--- src/rtl/music_pkg.sv ---
// Shared types and widths for the music sequencer block.
package music_pkg;

    localparam int NOTE_W = 6;
    localparam int ADRS_W = 8;
    localparam logic [NOTE_W-1:0] NOTE_REST = 6'd0;

    typedef enum logic [2:0] {
        IDLE  = 3'd0,
        FETCH = 3'd1,
        LATCH = 3'd2,
        PLAY  = 3'd3,
        PAUSE = 3'd4,
        DONE  = 3'd5
    } seq_state_t;

endpackage

--- src/rtl/music_step_timer.sv ---
// Step timer: counts 0..STEP_CYCLES-3 within one note step and flags the
// final count and the silent gap at the end of the step.
module music_step_timer #(
    parameter int STEP_CYCLES = 12_500_000,
    parameter int GAP_CYCLES  = 1_000_000,
    parameter int CNT_W       = $clog2(STEP_CYCLES)
) (
    input  logic             clk,
    input  logic             rst_n,
    input  logic             clr,
    input  logic             run,
    output logic [CNT_W-1:0] cnt,
    output logic             last,
    output logic             gap
);

    assign last = (cnt == CNT_W'(STEP_CYCLES - 3));
    assign gap  = (cnt >= CNT_W'(STEP_CYCLES - 2 - GAP_CYCLES));

    // Step counter: cleared outside playback, frozen when run is low, wraps after the last count.
    // NOTE: sequential state always uses non-blocking assignments so every flop samples pre-edge values.
    always_ff @(posedge clk or negedge rst_n) begin
        if (!rst_n) begin
            cnt <= '0;
        end else if (clr) begin
            cnt <= '0;
        end else if (run) begin
            cnt <= last ? '0 : cnt + CNT_W'(1);
        end
    end

endmodule

--- src/rtl/music_sequencer.sv ---
// Music sequencer: walks the note ROM at a fixed tempo, absorbs the ROM's
// one-cycle read latency, mutes a short gap at the end of every step and
// obeys play/pause/stop commands (priority stop > pause > play).
// Optional feature: define MUSIC_SEQ_LOOP_EN to add the `loop` input, which
// restarts the song at address 0 instead of finishing in DONE.
module music_sequencer
    import music_pkg::*;
#(
    parameter int STEP_CYCLES = 12_500_000,
    parameter int GAP_CYCLES  = 1_000_000,
    parameter int SONG_LEN    = 241
) (
    input  logic              clk,
    input  logic              rst_n,
    input  logic              play,
    input  logic              pause,
    input  logic              stop,
`ifdef MUSIC_SEQ_LOOP_EN
    input  logic              loop,
`endif
    output logic [ADRS_W-1:0] rom_adrs,
    input  logic [NOTE_W-1:0] rom_note,
    output logic [NOTE_W-1:0] note_out,
    output logic              note_valid,
    output logic              step_stb,
    output logic              busy,
    output logic              done
);

    localparam int CNT_W = $clog2(STEP_CYCLES);

    seq_state_t       state;
    logic             pause_pend;
    logic [CNT_W-1:0] cnt;
    logic             last;
    logic             gap;
    logic             pause_now;
    logic             last_adrs;
    logic             timer_clr;
    logic             timer_run;

    // A pause requested during FETCH/LATCH takes effect on the first PLAY cycle (cnt is 0 there).
    assign pause_now = pause || (pause_pend && (cnt == '0));
    assign last_adrs = (rom_adrs == ADRS_W'(SONG_LEN - 1));
    assign timer_clr = stop || !((state == PLAY) || (state == PAUSE));
    assign timer_run = (state == PLAY) && !pause_now;

    assign busy = (state == FETCH) || (state == LATCH) || (state == PLAY) || (state == PAUSE);
    assign done = (state == DONE);

    music_step_timer #(
        .STEP_CYCLES (STEP_CYCLES),
        .GAP_CYCLES  (GAP_CYCLES),
        .CNT_W       (CNT_W)
    ) u_timer (
        .clk   (clk),
        .rst_n (rst_n),
        .clr   (timer_clr),
        .run   (timer_run),
        .cnt   (cnt),
        .last  (last),
        .gap   (gap)
    );

    // Sequencer FSM with registered address, note and tone-enable outputs.
    always_ff @(posedge clk or negedge rst_n) begin
        if (!rst_n) begin
            state      <= IDLE;
            rom_adrs   <= '0;
            note_out   <= NOTE_REST;
            note_valid <= 1'b0;
            step_stb   <= 1'b0;
            pause_pend <= 1'b0;
        end else begin
            // NOTE: default assignment first so step_stb is a single-cycle pulse unless a branch sets it.
            step_stb <= 1'b0;
            if (stop) begin
                state      <= IDLE;
                rom_adrs   <= '0;
                note_out   <= NOTE_REST;
                note_valid <= 1'b0;
                pause_pend <= 1'b0;
            end else begin
                case (state)
                    IDLE, DONE: begin
                        if (play && !pause) begin
                            state    <= FETCH;
                            rom_adrs <= '0;
                        end
                    end
                    FETCH: begin
                        if (pause) pause_pend <= 1'b1;
                        state <= LATCH;
                    end
                    LATCH: begin
                        if (pause) pause_pend <= 1'b1;
                        note_out   <= rom_note;
                        step_stb   <= 1'b1;
                        // First PLAY cycle has cnt=0, which is always before the gap.
                        note_valid <= (rom_note != NOTE_REST) && !pause && !pause_pend;
                        state      <= PLAY;
                    end
                    PLAY: begin
                        if (pause_now) begin
                            state      <= PAUSE;
                            note_valid <= 1'b0;
                            pause_pend <= 1'b0;
                        end else if (last) begin
                            note_valid <= 1'b0;
                            if (last_adrs) begin
`ifdef MUSIC_SEQ_LOOP_EN
                                if (loop) begin
                                    rom_adrs <= '0;
                                    state    <= FETCH;
                                end else begin
                                    state    <= DONE;
                                    note_out <= NOTE_REST;
                                end
`else
                                state    <= DONE;
                                note_out <= NOTE_REST;
`endif
                            end else begin
                                rom_adrs <= rom_adrs + ADRS_W'(1);
                                state    <= FETCH;
                            end
                        end else begin
                            // Value for the next cycle, whose count is cnt+1.
                            note_valid <= (note_out != NOTE_REST) &&
                                          (cnt < CNT_W'(STEP_CYCLES - 3 - GAP_CYCLES));
                        end
                    end
                    PAUSE: begin
                        if (play && !pause) begin
                            state      <= PLAY;
                            note_valid <= (note_out != NOTE_REST) && !gap;
                        end
                    end
                    default: state <= IDLE;
                endcase
            end
        end
    end

endmodule
--- config.mk ---
export PLATFORM = sky130hd
export DESIGN_NAME = music_sequencer
export DESIGN_NICKNAME = d
export VERILOG_FILES = /design/src/rtl/music_pkg.sv /design/src/rtl/music_step_timer.sv /design/src/rtl/music_sequencer.sv
export SDC_FILE = /design/constraint.sdc
export NUM_CORES = 1
export LEC_CHECK = 0
export ABC_AREA = 1
export BUFFER_PORTS_ARGS = -buffer_cell sky130_fd_sc_hd__buf_4
export CAP_MARGIN = 40
export CORE_ASPECT_RATIO = 0.8
export CORE_MARGIN = 5
export CORE_UTILIZATION = 35
export CTS_BUF_LIST = sky130_fd_sc_hd__clkbuf_4 sky130_fd_sc_hd__clkbuf_8
export CTS_CLUSTER_SIZE = 24
export DETAILED_ROUTE_END_ITERATION = 8
export PLACE_DENSITY = 0.65
export SLEW_MARGIN = 10
export SYNTH_ARGS = -nofsm -noshare
export SYNTH_HDL_FRONTEND = slang
export SYNTH_SLANG_ARGS = --single-unit
--- constraint.sdc ---
create_clock -name clk -period 1.55 [get_ports clk]
set_input_delay 0.31 -clock clk [delete_from_list [all_inputs] [get_ports clk]]
set_output_delay 0.31 -clock clk [all_outputs]
set_load 0.1 [all_outputs]
==> results of run 1 <==
power breakdown:
group          internal [mW]  switching (mW)
Combinational          0.787            1.60
Clock                  0.497           0.427
Sequential              1.26           0.113
Total                   2.55            2.14
worst paths after layout:
path	start	to	cells past startpoint
worst min-delay path	rst_n	pause_pend$_DFFE_PN0P_	1
worst max register to register	u_timer.cnt[1]$_DFFE_PN0P_	note_valid$_DFFE_PN0P_	12
max in group asynchronous	rst_n	rom_adrs[0]$_DFFE_PN0P_	1
worst max-delay path	u_timer.cnt[1]$_DFFE_PN0P_	note_valid$_DFFE_PN0P_	12
min in group clk	stop	step_stb$_DFF_PN0_	2
worst min register to register	note_out[3]$_DFFE_PN0P_	note_out[3]$_DFFE_PN0P_	2
sequential cells by signal (all words and copies together) (netlist names):
name and flops:
rom_adrs 8, step_stb 1, pause_pend 1, note_out 6, state 3, u_timer.cnt 24, note_valid 1
metal layers:
| metal | vias up | track usage | share of wire |
|---|---|---|---|
| li1 | 1678 | - | - |
| met1 | 1667 | 0.274 | 0.48 |
| met2 | 84 | 0.274 | 0.46 |
| met3 | 10 | 0.0243 | 0.053 |
| met4 | 0 | 0.0357 | 0.010 |
| met5 | - | 0 | 0 |
cell usage in the layout, fill, tap and decap left out, types with 3 or more instances in the layout:
cell | netlist | routed
nand2_8 | 0 | 4
nand2_2 | 10 | 20
clkbuf_8 | 0 | 5
buf_4 | 0 | 122
dfrtp_2 | 0 | 9
nor4_1 | 3 | 3
nand3_4 | 4 | 8
o21ai_1 | 9 | 12
and3_1 | 3 | 3
nor2_1 | 51 | 40
dfrtp_1 | 44 | 29
nor2_4 | 3 | 6
o22ai_2 | 0 | 4
buf_12 | 1 | 5
nor3_4 | 1 | 4
nor3_2 | 2 | 8
dfrtp_4 | 0 | 6
nor2_2 | 2 | 10
o21ai_0 | 20 | 9
inv_2 | 5 | 11
nand2_1 | 99 | 86
nand3b_1 | 3 | 3
nand4_1 | 9 | 9
nand3_1 | 27 | 19
xor2_1 | 7 | 6
a21oi_1 | 11 | 6
a21oi_2 | 2 | 5
nor3_1 | 15 | 6
inv_1 | 44 | 37
buf_6 | 3 | 8
nand3_2 | 3 | 7
nand2_4 | 4 | 6
o21ai_2 | 15 | 23
ha_4 | 0 | 3
worst max-delay path, cell delays in order (launching register included):
cell     delay [ns]
dfrtp_1        0.42
inv_2          0.12
ha_4           0.16
nand3_2        0.09
nor3_2         0.16
nand3_2        0.18
buf_4          0.18
nand2_1        0.05
o21ai_0        0.09
nand2_1        0.08
nand2_1        0.05
nand2_1        0.08
nand2_1        0.07
cells by family after synthesis:
group | synth area share
DFF | 0.349
AOI/OAI and AO/OA | 0.130
xor gates and xnor gates | 0.0194
adders and majority gates | 0.0238
and+or+nand+nor | 0.393
buffers and inverters | 0.0848
cell type report:
type / instances / share of cell area
flip-flops and latches: 44 / 0.230
well taps: 115 / 0.0291
repair buffers: 135 / 0.224
clock inverters: 2 / 0.00710
inverters: 52 / 0.0428
clock buffers: 6 / 0.0155
multi-input cells: 326 / 0.452
timing repair:
action                     4_1_cts  5_1_grt
pin swaps                        8       11
gates resized for setup         33       67
setup endpoints to repair       45       45
cloned                           1        2
buffers inserted                 8       13
hold endpoints to repair         0        0
==> flow_metrics.env, run 1 <==
export IMPL_critPathLaunchType="flop"
export IMPL_slew_headroom=0.596
export IMPL_final_nets=581
export IMPL_cp_data_required_time_ns=1.73
export IMPL_synth_top_cell_area_share=0.349
export IMPL_synth_largest_area_cell="dfrtp_1"
export IMPL_hpwlAfterDp_um=7360
export IMPL_synth_seq_cells=44
export IMPL_ys_seq_area_frac=0.349
export IMPL_syn_to_final_growth_pct=56.4
export IMPL_grt_antenna_before_repair=0
export IMPL_slew_viol_final=0
export IMPL_cts_sinks=44
export IMPL_firstDrtPassIters=4
export IMPL_fin_setup_tns_ns=-7.15
export IMPL_h_tree_depth=2
export IMPL_cp_end_kind="flop"
export IMPL_worstSetupPathType="reg2reg"
export IMPL_core_mm2=0.00892
export IMPL_synthTopCellsByCount="nand2_1, nor2_1, dfrtp_1, inv_1, nand3_1"
export IMPL_yosysMostFrequentCell="nand2_1"
export IMPL_total_power_mw=4.68
export IMPL_io_pins=29
export IMPL_finalSetupViolations=45
export IMPL_violations="setup timing"
export IMPL_setup_slack_ns=-0.274
export IMPL_timing_fmax_mhz=548
export IMPL_die_h_um=94.9
export IMPL_drtAntennaViolNets=0
export IMPL_vias=3439
export IMPL_status="complete, but fails checks"
export IMPL_grt_pass1_vias=3178
export IMPL_cts_root_buf="clkbuf_8"
export IMPL_fin_area_mm2=0.00494
export IMPL_drt_iter0_drc=297
export IMPL_wl_um=10200
export IMPL_antenna_cells=0
export IMPL_yosys_top_cells_area="dfrtp_1, nand2_1, nor2_1, inv_1, nand3_1"
export IMPL_synth_avg_cell_area_um2=7.43
export IMPL_cp_max_fo=3
export IMPL_insertion_delay_ns=0.31
export IMPL_placed_cells=648
export IMPL_period_share=1.18
export IMPL_post_route_util=0.553
export IMPL_drcViolationCount=0
export IMPL_rrSetupSlack_ns=-0.27
export IMPL_routed_via_density=5.06
export IMPL_min_period_ns=1.82
export IMPL_gp_congestion=0.911
export IMPL_routedWlPerCell_um=15.0
export IMPL_tightest_slew_ns=0.606
export IMPL_multi_input_area_mm2=0.00223
export IMPL_initial_core_util=0.354
export IMPL_ys_warn_count=0
export IMPL_grt_overflow=0
export IMPL_synth_edf_count=0
export IMPL_rows=31
export IMPL_numCtsBuffers=5
export IMPL_dieWidth_um=116
export IMPL_grt_use_total=0.181
export IMPL_grt_pass1_wl_um=15900
export IMPL_syn_area_mm2=0.00316
export IMPL_dp_slack_ns=-0.271
export IMPL_dieArea_mm2=0.0110
export IMPL_hold_path_class="in2async"
export IMPL_syn_nets=442
export IMPL_syn_inst=425
export IMPL_finalHoldViolCount=0
export IMPL_p_per_area_mw_per_mm2=949
export IMPL_instances_no_fill=680
export IMPL_n_fill_cell=799
export IMPL_postPlaceCellArea_mm2=0.00424
export IMPL_cts_tree="yes"
export IMPL_whs_ns=0.0149
export IMPL_synth_async_reset_ratio=1.00
export IMPL_drv_cap=0
export IMPL_synth_distinct_cells=41
export IMPL_cts_buffer_depth=2
export IMPL_grt_max_degree=45
export IMPL_cp_arrival_ns=2.01
export IMPL_synth_ff_type="dfrtp_1"
export IMPL_drive_above_1_share=0.513
export IMPL_regArea_mm2=0.00113
export IMPL_skew_ns=0.0152
export IMPL_portBuffers=28
export IMPL_power_ir_vdd_worst_uv=946
export IMPL_postCtsHoldBufs=0
export IMPL_leakage_nw=2.19
export IMPL_cts_clk_slew_worst_paths_ns=0.10
export IMPL_rsz0062_at_grt="yes"
No activity file was read; power rests on OpenSTA's default activity.
==> inputs of run 2 (changes only) <==
--- a/config.mk
+++ b/config.mk
@@ -5,7 +5,6 @@
 export SDC_FILE = /design/constraint.sdc
 export NUM_CORES = 1
 export LEC_CHECK = 0
-export ABC_AREA = 1
 export BUFFER_PORTS_ARGS = -buffer_cell sky130_fd_sc_hd__buf_4
 export CAP_MARGIN = 40
 export CORE_ASPECT_RATIO = 0.8
==> run 2 against run 1 <==
The run ends with hold timing, setup timing left; synthesized cell count down 21%; clock skew down 0.0068 ns; wire length up 7.3%; largest cell class unchanged; highest routed layer unchanged.
==> flow_metrics.env, run 2 <==
export IMPL_status="complete, but fails checks"
export IMPL_violations="hold timing, setup timing"
export IMPL_placed_cells=559
export IMPL_synth_ff_type="dfrtp_1"
export IMPL_cp_data_required_time_ns=1.79
export IMPL_yosys_top_cells_area="dfrtp_1, nand3_1, a31oi_1, nand2_1, nand4_1"
export IMPL_cp_arrival_ns=2.41
export IMPL_timing_fmax_mhz=462
export IMPL_syn_nets=351
export IMPL_portBuffers=28
export IMPL_largest_reg_flops=24
export IMPL_slew_headroom=0.611
export IMPL_drv_cap=0
export IMPL_numCtsBuffers=5
export IMPL_multi_input_area_mm2=0.00209
export IMPL_io_pins=29
export IMPL_dieArea_mm2=0.0103
export IMPL_grt_pass1_wl_um=17700
export IMPL_grt_pass1_vias=3361
export IMPL_path_buf_inv=2
export IMPL_setup_slack_ns=-0.617
export IMPL_rsz0062_at_grt="yes"
export IMPL_cp_max_fo=6
export IMPL_cts_sinks=44
export IMPL_routed_via_density=6.00
export IMPL_max_stage_delay_ns=0.55
export IMPL_drt_iter0_drc=342
export IMPL_routedWlPerCell_um=18.8
export IMPL_rows=29
export IMPL_synth_edf_count=0
export IMPL_postCtsHoldBufs=0
export IMPL_cp_slowest_cell="or4_4"
export IMPL_die_h_um=91.9
export IMPL_drive_above_1_share=0.505
export IMPL_crit_family="simple AND/OR/NAND/NOR gates"
export IMPL_hold_path_class="in2async"
export IMPL_insertion_delay_ns=0.31
export IMPL_n_fill_cell=670
export IMPL_cp_cell_sequence="or4_4 -> buf_6 -> nor3_4 -> nand4b_1 -> buf_6 -> or4_1 -> nand2_1"
export IMPL_regArea_mm2=0.00111
export IMPL_r2r_cells=7
export IMPL_slew_viol_final=0
export IMPL_p_per_area_mw_per_mm2=635
export IMPL_synth_top_cell_area_share=0.376
export IMPL_power_ir_vdd_worst_uv=520
export IMPL_cts_clk_slew_worst_paths_ns=0.09
export IMPL_final_nets=493
export IMPL_grt_max_degree=45
export IMPL_tightest_slew_ns=0.583
export IMPL_core_mm2=0.00806
export IMPL_critical_path_depth=7
export IMPL_yosysMostFrequentCell="dfrtp_1"
export IMPL_critPathLaunchType="flop"
export IMPL_synth_largest_area_cell="dfrtp_1"
export IMPL_cp_end_kind="flop"
export IMPL_skew_ns=0.00840
export IMPL_cts_tree="yes"
export IMPL_synth_async_reset_ratio=1.00
export IMPL_wl_um=11000
export IMPL_worstSetupPathType="reg2reg"
export IMPL_grt_antenna_before_repair=0
export IMPL_antenna_cells=0
export IMPL_leakage_nw=2.04
export IMPL_syn_inst=334
export IMPL_post_route_util=0.594
export IMPL_grt_use_total=0.210
export IMPL_initial_core_util=0.364
export IMPL_ys_seq_area_frac=0.376
export IMPL_cts_root_buf="clkbuf_8"
export IMPL_grt_overflow=0
export IMPL_hpwlAfterDp_um=7390
export IMPL_dieWidth_um=112
export IMPL_instances_no_fill=585
export IMPL_cts_buffer_depth=2
export IMPL_postPlaceCellArea_mm2=0.00406
export IMPL_gp_congestion=0.924
export IMPL_synth_seq_cells=44
export IMPL_ys_warn_count=0
export IMPL_mostFrequentLayoutCell="buf_4"
export IMPL_top_regs="u_timer.cnt x24, rom_adrs x8, note_out x6"
export IMPL_crit_top_cell="buf_6"
export IMPL_firstDrtPassIters=5
export IMPL_synth_avg_cell_area_um2=8.78
export IMPL_syn_to_final_growth_pct=63.2
export IMPL_drcViolationCount=0
export IMPL_drtAntennaViolNets=0
export IMPL_period_share=1.40
export IMPL_final_cell_mix="buf_4, dfrtp_1, nand2_1"
export IMPL_h_tree_depth=2
export IMPL_vias=3509
export IMPL_min_period_ns=2.17
export IMPL_synth_distinct_cells=64
export IMPL_syn_area_mm2=0.00293
export IMPL_finalHoldViolCount=11
export IMPL_fin_area_mm2=0.00478
export IMPL_synthTopCellsByCount="dfrtp_1, nand3_1, nand2_1"
export IMPL_finalSetupViolations=45
export IMPL_whs_ns=-0.0104
export IMPL_top_register="u_timer.cnt"
-- run 2: kinds of logic after synthesis --
group / share of synthesized area
AOI/OAI and AO/OA: 0.228
and+or+nand+nor: 0.296
buffers and inverters: 0.0482
xor gates and xnor gates: 0.00896
DFF: 0.376
muxes: 0.0171
adders and majority gates: 0.0256
-- run 2: path summary, 6_finish.rpt --
| check | start | to | slack, ns |
|---|---|---|---|
| min | rst_n | u_timer.cnt[17]$_DFFE_PN0P_ | -0.01 |
| min reg2reg | note_out[5]$_DFFE_PN0P_ | note_out[5]$_DFFE_PN0P_ | 0.54 |
| max | u_timer.cnt[6]$_DFFE_PN0P_ | rom_adrs[3]$_DFFE_PN0P_ | -0.62 |
| max reg2reg | u_timer.cnt[6]$_DFFE_PN0P_ | rom_adrs[3]$_DFFE_PN0P_ | -0.62 |
| max in group asynchronous | rst_n | rom_adrs[0]$_DFFE_PN0P_ | 1.10 |
| min in group clk | rom_note[0] | note_out[0]$_DFFE_PN0P_ | 0.24 |
-- run 2: metal layers --
metal | part of all wire | global-route usage | up-vias | routed length (um)
li1 | - | - | 1586 | -
met1 | 0.43 | 0.302 | 1696 | 4740
met2 | 0.46 | 0.319 | 197 | 5040
met3 | 0.086 | 0.0428 | 30 | 940
met4 | 0.023 | 0.0621 | 0 | 256
met5 | 0 | 0 | - | 0
-- run 2: stage by stage --
stage / power, mW / setup TNS, ns / hold WS (ns) / setup WS (ns)
final: 3.04 / -23.00 / -0.0104 / -0.617
after global routing: 3.15 / -25.04 / 0.0573 / -0.663
after CTS: 2.99 / -21.63 / 0.0166 / -0.608
after detailed placement: 2.03 / -24.17 / 0.354 / -0.660
after global placement: 2.01 / -22.92 / 0.344 / -0.622
after floorplan: 1.73 / -20.53 / 0.0144 / -0.559
-- run 2: repair_timing --
item | CTS | global route
setup endpoints to repair | 45 | 45
gates resized for setup | 79 | 22
cloned | 4 | 1
buffers inserted | 11 | 4
pin swaps | 48 | 19
-- run 2: report_power, final --
part	switching, mW	leakage [nW]	internal (mW)
registers	0.0387	0.596	1.18
logic	0.600	1.40	0.403
clock network	0.430	0.0479	0.381
total	1.07	2.04	1.97
-- run 2: worst register-to-register path, cell delays in order, from the launching register on --
cell and delay, ns:
dfrtp_1 0.39, or4_4 0.55, buf_6 0.15, nor3_4 0.12
nand4b_1 0.17, buf_6 0.18, or4_1 0.48, nand2_1 0.08
-- run 2: layout make-up --
class	count	area share
clock inverter	1	0.00157
sequential	44	0.233
timing repair buffer	153	0.270
multi-input combinational	259	0.437
clock buffer	7	0.0188
tap	108	0.0282
inverter	13	0.0112
==> inputs of run 3 (changes only) <==
--- a/config.mk
+++ b/config.mk
@@ -17,4 +17,5 @@
 export SLEW_MARGIN = 10
 export SYNTH_ARGS = -nofsm -noshare
 export SYNTH_HDL_FRONTEND = slang
+export SYNTH_HIERARCHICAL = 1
 export SYNTH_SLANG_ARGS = --single-unit
==> run 3 against run 2 <==
The run ends with setup timing left; count of clock-buffer cells in the layout down 1; wire length down 17%; cell count fell by 4.4%; register-to-register slack worse by 0.03 ns; critical path depth increased by 1; largest cell class unchanged; highest routed layer unchanged.
==> flow_metrics.env, run 3 <==
export IMPL_status="complete, but fails checks"
export IMPL_violations="setup timing"
export IMPL_gp_congestion=0.855
export IMPL_largest_reg_flops=24
export IMPL_cp_data_required_time_ns=1.74
export IMPL_syn_to_final_growth_pct=53.8
export IMPL_drv_cap=0
export IMPL_drtAntennaViolNets=0
export IMPL_dieArea_mm2=0.0103
export IMPL_grt_use_total=0.176
export IMPL_syn_nets=338
export IMPL_dieWidth_um=112
export IMPL_final_nets=466
export IMPL_cp_max_fo=7
export IMPL_insertion_delay_ns=0.29
export IMPL_cp_end_kind="flop"
export IMPL_clkPwrFrac=0.216
export IMPL_min_period_ns=2.19
export IMPL_firstDrtPassIters=6
export IMPL_tightest_slew_ns=0.602
export IMPL_p_per_area_mw_per_mm2=915
export IMPL_top_register="u_timer/cnt"
export IMPL_switching_share=0.398
export IMPL_finalHoldViolCount=0
export IMPL_power_ir_vdd_worst_uv=1020
export IMPL_slew_viol_final=0
export IMPL_die_h_um=91.9
export IMPL_cts_root_buf="clkbuf_8"
export IMPL_slew_headroom=0.595
export IMPL_synth_avg_cell_area_um2=9.12
export IMPL_placed_cells=535
export IMPL_portBuffers=28
export IMPL_p_int_mw=2.49
export IMPL_vias=3045
export IMPL_routedWlPerCell_um=16.4
export IMPL_rows=29
export IMPL_core_mm2=0.00806
export IMPL_top_regs="u_timer/cnt x24, rom_adrs x8, note_out x6"
export IMPL_drive_above_1_share=0.483
export IMPL_synth_ff_type="dfrtp_1"
export IMPL_mostFrequentLayoutCell="buf_4"
export IMPL_finalSetupViolations=45
export IMPL_drt_iter0_drc=190
export IMPL_grt_overflow=0
export IMPL_synth_largest_area_cell="dfrtp_1"
export IMPL_whs_ns=0.0149
export IMPL_syn_area_mm2=0.00294
export IMPL_cp_cell_sequence="or4b_4 -> nor4_4 -> nand4_4 -> inv_4 -> a211o_4 -> nand3_4 -> or2_4 -> o41ai_4"
export IMPL_grt_antenna_before_repair=0
export IMPL_leakage_nw=2.03
export IMPL_synth_top_cell_area_share=0.375
export IMPL_n_fill_cell=713
export IMPL_io_pins=29
export IMPL_period_share=1.41
export IMPL_post_route_util=0.561
export IMPL_yosysMostFrequentCell="dfrtp_1"
export IMPL_cts_sinks=44
export IMPL_grt_max_degree=45
export IMPL_pwr_share_seq=0.313
export IMPL_rsz0062_at_grt="yes"
export IMPL_routed_via_density=5.45
export IMPL_drcViolationCount=0
export IMPL_synth_seq_cells=44
export IMPL_setup_slack_ns=-0.643
export IMPL_timing_fmax_mhz=456
export IMPL_critPathLaunchType="flop"
export IMPL_wl_um=9140
export IMPL_ys_seq_area_frac=0.375
export IMPL_hold_path_class="in2async"
export IMPL_numCtsBuffers=5
export IMPL_synthTopCellsByCount="dfrtp_1, nor2_1, nand2_1"
export IMPL_postPlaceCellArea_mm2=0.00396
export IMPL_cts_tree="yes"
export IMPL_cp_arrival_ns=2.39
export IMPL_power_switching_mw=1.64
export IMPL_synth_edf_count=0
export IMPL_antenna_cells=0
export IMPL_cts_clk_slew_worst_paths_ns=0.08
export IMPL_worstSetupPathType="reg2reg"
export IMPL_final_cell_mix="buf_4, dfrtp_1, nor2_1"
export IMPL_regArea_mm2=0.00111
export IMPL_cp_slowest_cell="or4b_4"
export IMPL_postCtsHoldBufs=0
export IMPL_skew_ns=0.00765
export IMPL_h_tree_depth=2
export IMPL_syn_inst=322
export IMPL_hpwlAfterDp_um=6230
export IMPL_cts_buffer_depth=2
export IMPL_fin_area_mm2=0.00452
export IMPL_power_frac_comb=0.471
export IMPL_rrSetupSlack_ns=-0.64
export IMPL_instances_no_fill=559
export IMPL_initial_core_util=0.365
export IMPL_dp_slack_ns=-0.846
export IMPL_max_stage_delay_ns=0.56
export IMPL_yosys_top_cells_area="dfrtp_1, nor2_1, nand3_1, xor2_1, nand2_1"
export IMPL_synth_async_reset_ratio=1.00
export IMPL_synth_distinct_cells=72
export IMPL_multi_input_area_mm2=0.00204
export IMPL_grt_pass1_vias=3026
export IMPL_ys_warn_count=6
export IMPL_grt_pass1_wl_um=15000
export IMPL_total_power_mw=4.14
export IMPL_fin_setup_tns_ns=-23.20
-- run 3: cell types whose count changed after synthesis, moves of 7 or more --
| cell | previous run | this run |
|---|---|---|
| a31oi_1 | 14 | 0 |
| xor2_1 | 1 | 11 |
| nand3_1 | 28 | 20 |
| nor2_1 | 19 | 40 |
| a22oi_1 | 8 | 1 |
| a22o_1 | 7 | 0 |
-- run 3: worst max-delay path, delay by kind of cell (launching register included) --
family                 cells  cell delay (ns)
AND/OR/NAND/NOR            5             1.29
flip-flops                 1             0.39
AO/OA/AOI/OAI              2             0.33
buffers and inverters      1             0.08
-- run 3: logic make-up after synthesis --
logic type,after synthesis,synth area share
compound gates,70,0.179
simple gates,161,0.318
xor+xnor,18,0.0537
flops,44,0.375
buf+inv,22,0.0460
fa+ha+maj,5,0.0213
mux,2,0.00724
-- run 3: final timing paths --
path | endpoint | startpoint | cells after the start
setup reg to reg | rom_adrs[6]$_DFFE_PN0P_ | u_timer/cnt[5]$_DFFE_PN0P_ | 8
setup / recovery | rom_adrs[6]$_DFFE_PN0P_ | u_timer/cnt[5]$_DFFE_PN0P_ | 8
hold reg to reg | note_out[0]$_DFFE_PN0P_ | note_out[0]$_DFFE_PN0P_ | 1
max in group asynchronous | u_timer/cnt[4]$_DFFE_PN0P_ | rst_n | 1
hold / removal | u_timer/cnt[6]$_DFFE_PN0P_ | rst_n | 1
min in group clk | state[0]$_DFFE_PN0P_ | stop | 3
-- run 3: final cells by class --
type | instances | share of cell area
clock buffers | 6 | 0.0169
multi-input cells | 257 | 0.452
inverters | 9 | 0.00858
well taps | 108 | 0.0299
flip-flops and latches | 44 | 0.246
clock inverters | 2 | 0.00775
repair buffers | 133 | 0.240
-- run 3: power groups by stage --
stage / Clock (mW) / Combinational (mW) / Sequential [mW]
2_1_floorplan: 0 / 0.805 / 1.70
3_3_place_gp: 0 / 1.68 / 1.31
3_5_place_dp: 0 / 1.70 / 1.32
4_1_cts: 0.914 / 1.95 / 1.30
5_1_grt: 0.974 / 2.05 / 1.30
6_report: 0.892 / 1.95 / 1.29
-- run 3: what timing repair did --
action                     CTS  global route
gates resized for setup     61            24
setup endpoints to repair   45            45
pin swaps                   54            20
buffers inserted            16             4
cloned                       1             0
-- run 3: per-layer routing --
| metal | global-route usage | wire [um] | vias up |
|---|---|---|---|
| met3 | 0.0329 | 695 | 16 |
| met5 | 0 | 0 | - |
| met2 | 0.268 | 4110 | 114 |
| met4 | 0.0511 | 157 | 0 |
| li1 | - | - | 1452 |
| met1 | 0.255 | 4180 | 1463 |
